==> src/rtl/conv_pkg.sv <==
// -----------------------------------------------------------------------------
// conv_pkg
// Shared definitions for the converter sequencer: code/result widths, the
// sequencer state encoding, the operating-mode encoding and a helper that
// sizes the settle/dwell counters.
// -----------------------------------------------------------------------------
package conv_pkg;

    localparam int CODE_W = 3;
    localparam int RES_W  = 5;

    // Highest code reached by a sweep.
    localparam logic [CODE_W-1:0] CODE_MAX = '1;

    typedef enum logic [2:0] {
        IDLE,
        DRIVE,
        SETTLE,
        CAPTURE,
        DWELL
    } conv_seq_state_t;

    typedef enum logic {
        MODE_SINGLE = 1'b0,
        MODE_SWEEP  = 1'b1
    } conv_mode_t;

    // Bits needed to hold 0..limit; never less than one bit so a zero-length
    // phase still produces a legal vector.
    function automatic int cnt_width(input int limit);
        return (limit < 1) ? 1 : $clog2(limit + 1);
    endfunction

endpackage

==> src/rtl/conv_dwell_timer.sv <==
// -----------------------------------------------------------------------------
// conv_dwell_timer
// Phase timer used for both the settle and the dwell interval. While `count`
// is high the internal counter advances once per clock; `expire` flags the
// last clock of a LIMIT-clock phase so the FSM can leave on that edge.
//
// Ports:
//   clk     in   clock
//   rst     in   asynchronous active-high reset
//   load    in   clear the counter (held while the phase is not active)
//   count   in   advance the counter
//   expire  out  high during the final clock of the phase
// -----------------------------------------------------------------------------
module conv_dwell_timer import conv_pkg::*; #(
    parameter int LIMIT = 4,
    parameter int CNT_W = cnt_width(LIMIT)
) (
    input  logic clk,
    input  logic rst,
    input  logic load,
    input  logic count,
    output logic expire
);

    // A zero-length phase is never entered by the FSM; treating it as
    // expiring immediately keeps the timer from ever stalling.
    localparam logic [CNT_W-1:0] LAST = (LIMIT == 0) ? '0 : CNT_W'(LIMIT - 1);

    logic [CNT_W-1:0] cnt;

    // NOTE: sequential state is written with <= so every flop samples the
    // pre-edge value of its inputs, independent of statement order.
    always_ff @(posedge clk or posedge rst) begin
        if (rst) begin
            cnt <= '0;
        end else if (load) begin
            cnt <= '0;
        end else if (count) begin
            cnt <= cnt + CNT_W'(1);
        end
    end

    assign expire = (cnt == LAST);

endmodule

==> src/rtl/conv_seq_ctrl.sv <==
// -----------------------------------------------------------------------------
// conv_seq_ctrl
// Sequences codes into an external combinational converter, waits for it to
// settle, captures its output and either finishes (single mode) or holds the
// result for a dwell interval and steps to the next code (sweep 0..7).
//
// Build option: define CONV_SEQ_REPEAT_EN for a continuous sweep that wraps
// 7->0 with a done pulse per lap; a start during a sweep then stops it at the
// end of the current dwell.
//
// Ports:
//   CLOCK_50     in   sole clock
//   reset        in   asynchronous active-high reset
//   start        in   operation request, honoured only in IDLE
//   mode         in   0 = single conversion of code_in, 1 = sweep
//   code_in      in   code for single mode
//   conv_in      out  code presented to the converter
//   conv_result  in   converter output for conv_in
//   result       out  last captured conv_result
//   code_out     out  code that produced result
//   busy         out  high whenever not IDLE
//   done         out  one-cycle completion pulse
// -----------------------------------------------------------------------------
module conv_seq_ctrl import conv_pkg::*; #(
    parameter int DWELL_CYCLES  = 50000000,
    parameter int SETTLE_CYCLES = 2
) (
    input  logic              CLOCK_50,
    input  logic              reset,
    input  logic              start,
    input  logic              mode,
    input  logic [CODE_W-1:0] code_in,
    output logic [CODE_W-1:0] conv_in,
    input  logic [RES_W-1:0]  conv_result,
    output logic [RES_W-1:0]  result,
    output logic [CODE_W-1:0] code_out,
    output logic              busy,
    output logic              done
);

    conv_seq_state_t   state;
    conv_mode_t        mode_q;
    logic [CODE_W-1:0] code_q;
    logic              settle_exp;
    logic              dwell_exp;
`ifdef CONV_SEQ_REPEAT_EN
    logic              stop_q;
`endif

    // Each timer runs only in its own state and is held clear otherwise, so
    // it restarts from zero on every entry.
    conv_dwell_timer #(.LIMIT(SETTLE_CYCLES)) u_settle (
        .clk    (CLOCK_50),
        .rst    (reset),
        .load   (state != SETTLE),
        .count  (state == SETTLE),
        .expire (settle_exp)
    );

    conv_dwell_timer #(.LIMIT(DWELL_CYCLES)) u_dwell (
        .clk    (CLOCK_50),
        .rst    (reset),
        .load   (state != DWELL),
        .count  (state == DWELL),
        .expire (dwell_exp)
    );

    // The code register is itself the converter drive, so conv_in is a
    // registered output that holds through every state.
    assign conv_in = code_q;

    always_ff @(posedge CLOCK_50 or posedge reset) begin
        if (reset) begin
            state    <= IDLE;
            mode_q   <= MODE_SINGLE;
            code_q   <= '0;
            result   <= '0;
            code_out <= '0;
            busy     <= 1'b0;
            done     <= 1'b0;
`ifdef CONV_SEQ_REPEAT_EN
            stop_q   <= 1'b0;
`endif
        end else begin
            done <= 1'b0;

            case (state)
                IDLE: begin
                    if (start) begin
                        mode_q <= conv_mode_t'(mode);
                        code_q <= mode ? '0 : code_in;
                        busy   <= 1'b1;
                        state  <= DRIVE;
`ifdef CONV_SEQ_REPEAT_EN
                        stop_q <= 1'b0;
`endif
                    end
                end

                DRIVE: begin
                    state <= (SETTLE_CYCLES == 0) ? CAPTURE : SETTLE;
                end

                SETTLE: begin
                    if (settle_exp) begin
                        state <= CAPTURE;
                    end
                end

                CAPTURE: begin
                    result   <= conv_result;
                    code_out <= code_q;
                    if (mode_q == MODE_SWEEP) begin
                        state <= DWELL;
                    end else begin
                        done  <= 1'b1;
                        busy  <= 1'b0;
                        state <= IDLE;
                    end
                end

                DWELL: begin
                    if (dwell_exp) begin
`ifdef CONV_SEQ_REPEAT_EN
                        if (stop_q) begin
                            done  <= 1'b1;
                            busy  <= 1'b0;
                            state <= IDLE;
                        end else begin
                            // Wrap is the only place the code may roll over.
                            if (code_q == CODE_MAX) begin
                                done <= 1'b1;
                            end
                            code_q <= code_q + CODE_W'(1);
                            state  <= DRIVE;
                        end
`else
                        if (code_q == CODE_MAX) begin
                            done  <= 1'b1;
                            busy  <= 1'b0;
                            state <= IDLE;
                        end else begin
                            code_q <= code_q + CODE_W'(1);
                            state  <= DRIVE;
                        end
`endif
                    end
                end

                default: begin
                    state <= IDLE;
                    busy  <= 1'b0;
                end
            endcase

`ifdef CONV_SEQ_REPEAT_EN
            // A start seen during a sweep is remembered until the dwell ends.
            if (state != IDLE && mode_q == MODE_SWEEP && start) begin
                stop_q <= 1'b1;
            end
`endif
        end
    end

endmodule

==> config.mk <==
export PLATFORM = sky130hd
export DESIGN_NAME = conv_seq_ctrl
export DESIGN_NICKNAME = d
export VERILOG_FILES = /design/src/rtl/conv_pkg.sv /design/src/rtl/conv_dwell_timer.sv /design/src/rtl/conv_seq_ctrl.sv
export SDC_FILE = /design/constraint.sdc
export NUM_CORES = 1
export LEC_CHECK = 0
export ABC_AREA = 0
export CORE_MARGIN = 1
export CORE_UTILIZATION = 60
export CTS_BUF_LIST = sky130_fd_sc_hd__clkbuf_8
export DETAILED_ROUTE_END_ITERATION = 6
export GPL_TIMING_DRIVEN = 0
export PLACE_DENSITY = 0.84
export SLEW_MARGIN = 15
export SYNTH_ARGS = -nofsm -noshare
export SYNTH_HDL_FRONTEND = slang
export SYNTH_SLANG_ARGS = --single-unit
export TNS_END_PERCENT = 100
==> constraint.sdc <==
create_clock -name CLOCK_50 -period 3.6 [get_ports CLOCK_50]
set_clock_uncertainty 0.2 [all_clocks]
set_input_delay 0.54 -clock CLOCK_50 [delete_from_list [all_inputs] [get_ports CLOCK_50]]
set_output_delay 0.54 -clock CLOCK_50 [all_outputs]
set_load 0.03 [all_outputs]
==> metrics.md <==
| Metric | Value |
|---|---|
| Sequential element share of the synthesized area | 0.504 |
| Crit end category | flop |
| YS warnings | 0 |
| Worst Path Arrival | 2.22 ns |
| Worst-path fanout max | 7 |
| Height of the die | 63.0 um |
| H-tree Lvls | 2 |
| Synth Area in Compound Gates | 0.0454 |
| Largest family of logic cells by synthesized area | simple AND/OR/NAND/NOR gates |
| Number of vias per cell | 5.70 |
| Final Hold Viols | 0 |
| Worst Hold Launch | u_settle.cnt[0] |
| FP Rows | 21 |
| Reg2Reg Launch Point | u_dwell.cnt[11] |
| Via Count | 1675 |
| Initial Util | 0.649 |
| Fin Setup TNS | 0 ns |
| Drt first pass iters | 4 |
| Fill cells | 241 |
| Mapped Cells | 216 |
| Clk_lat worst skew | 0.29 ns |
| Final setup vio count | 0 |
| WS Path Type | flop to flop |
| Final nets | 264 |
| Flops & latches, synth | 45 |
| CP Launch Point | u_dwell.cnt[11] |
| Distinct cells, synth | 34 |
| # clock sinks | 45 |
| Highest clock rate | 0.446 GHz |
| Outcome | complete, no violations |
| Post-Route WL | 4440 um |
| Pwr Density | 637 mW/mm2 |
| Worst slew pin tran | 0.597 ns |
| CP Launch Type | flop |
| Ratio of cells with drive above 1 in the final layout | 0.109 |
| Crit path required time | 3.58 ns |
| First-pass GRT wire length | 7960 um |
| RSZ-0062 raised after global routing | no |
| Antenna diodes | 0 |
| Overall die width | 63.0 um |
| Post-synth EDFFs | 0 |
| Congestion Overflow GR | 0 |
| Mux share of post-synthesis cell area | 0.0499 |
| Vias in the first global route | 1750 |
| Die area | 0.00397 mm2 |
| Max-slew violations | 0 |
| Avg WL per Cell | 15.1 um |
| Longest Clk Path Bufs | 2 |
| Min Tclk post-route | 2.24 ns |
| Total GRT Usage | 0.259 |
| Post-detail-place hpwl | 3140 um |
| CTS clk-pin slew, worst paths | 0.08 ns |
| Multi-input gate area | 0.00103 mm2 |
| Leak | 0.00111 uW |
| Share of the synthesized area in the top cell type | 0.504 |
| Synth Area in Simple Gates | 0.252 |
| Async SR Flop Fraction | 1.00 |
| Synth top area cells | dfrtp_1 (50%), xor2_1 (7.5%), nor2_1 (4.9%), mux2_2 (4.5%), nand3_1 (3.4%) |
| Syn_area_per_cell | 10.3 um2 |
| Peak VDD IR | 0.000565 V |
| Period utilization | 0.622 |
| HP Class | flop to flop |
| Drc violations | 0 |
| Slew headroom | 0.599 |
| Antenna violations before repair | 0 |
| Final WS setup | 1.36 ns |
| Area Overhead vs Synth | 18.1% |
| Commonest non-fill, non-tap cell in the layout | dfrtp_1 |
| Post-CTS Resized | 0 |
| Largest net degree at the start of global routing | 33 |
| Dpl ws | 1.39 ns |
| Synth area leader | dfrtp_1 |
| Ports | 25 |
| Cell Area, Synth | 0.00223 mm2 |
| Global placement routability congestion | 0.811 |
| Most frequent cells in the layout | dfrtp_1 (45), nor2_1 (29), clkdlybuf4s50_1 (24) |
| Number of max-cap violations | 0 |
| TritonCTS clock tree | done |
| Hold-fix buffers at CTS | 0 |
| Clk root buf | clkbuf_8 |
| Post-CTS Repair Setup Buffers | 0 |
| Synth Flop Type | dfrtp_1 |
| Mapped Nets | 232 |
| Reg area | 0.00113 mm2 |
| Synth Area in XOR/XNOR | 0.0902 |
| Initial DRC count | 132 |
| Port buffer count | 24 |
| CORE AREA | 0.00344 mm2 |
| Num CTS Buffers | 5 |
| Antenna Nets Post-Route | 0 |
| Post-Synth Adder-Cell Area | 0.0224 |
layer usage:
| layer | global-route usage | routed length, um | share of wire |
|---|---|---|---|
| met1 | 0.345 | 2040 | 0.46 |
| met2 | 0.423 | 2170 | 0.49 |
| met3 | 0.0529 | 198 | 0.045 |
| met4 | 0.0814 | 42 | 0.0095 |
| met5 | 0 | 0 | 0 |
power by group:
group | switching (uW) | total [uW] | internal, uW | leakage, uW
clock network | 164 | 314 | 150 | 0.0000485
registers | 93.2 | 704 | 611 | 0.000594
logic | 370 | 663 | 293 | 0.000473
kinds of logic (layout without fill, tap and decap cells):
logic type                 Yosys count  after routing
AOI/OAI and AO/OA                   19             19
xor gates and xnor gates            23             23
adders and majority gates            4              4
buffers and inverters               15             47
DFF                                 45             45
muxes                               10             10
and+or+nand+nor                    100            100
sequential cells by signal, indices dropped and copies added (netlist names):
register	flops
result	5
u_dwell.cnt	26
done	1
mode_q	1
conv_in	3
u_settle.cnt	2
code_out	3
state	3
busy	1
critical path, stage by stage (launching register included):
cell     delay [ns]
dfrtp_1        0.38
buf_6          0.13
or4_4          0.54
nor4_4         0.27
nand3_1        0.15
mux2i_1        0.15
or3_1          0.30
path summary, 6_finish.rpt:
| kind | slack [ns] | depth (start not counted) | endpoint |
|---|---|---|---|
| hold reg to reg | 0.25 | 1 | u_settle.cnt[0] |
| max in group asynchronous | 2.42 | 3 | state[0] |
| setup reg to reg | 1.36 | 6 | conv_in[0] |
| min in group asynchronous | 0.31 | 2 | result[3] |
| hold / removal | 0.25 | 1 | u_settle.cnt[0] |
| setup / recovery | 1.36 | 6 | conv_in[0] |
cells in the mapped netlist, types with 3 or more instances:
library cell  number
clkbuf_1           3
xnor2_1            4
a21oi_1           11
nand4_1           10
inv_1              9
nand3_1           15
nor2_1            29
and3_1             4
nor3_1             7
xor2_1            19
ha_1               4
dfrtp_1           45
nand2_1           12
mux2_2             9
nor4_1             4
o21ai_0            5
per-stage QoR:
stage	cells	utilization	hold slack (ns)	power [uW]	area (um2)
floorplan	216	-	0.215	1120	2230
global placement	286	0.735	0.233	1350	2530
detailed placement	287	0.741	0.243	1380	2550
CTS	294	0.766	0.254	1690	2640
global route	294	0.766	0.271	1780	2640
finish	294	0.766	0.246	1680	2640
area by class of cell:
type | count | share of cell area
plain buffers | 6 | 0.0180
well taps | 46 | 0.0218
multi-input cells | 156 | 0.389
clock inverters | 1 | 0.00142
flip-flops and latches | 45 | 0.427
clock buffers | 6 | 0.0313
repair buffers | 25 | 0.0987
inverters | 9 | 0.0128
Power figures use the tool's default switching activity.
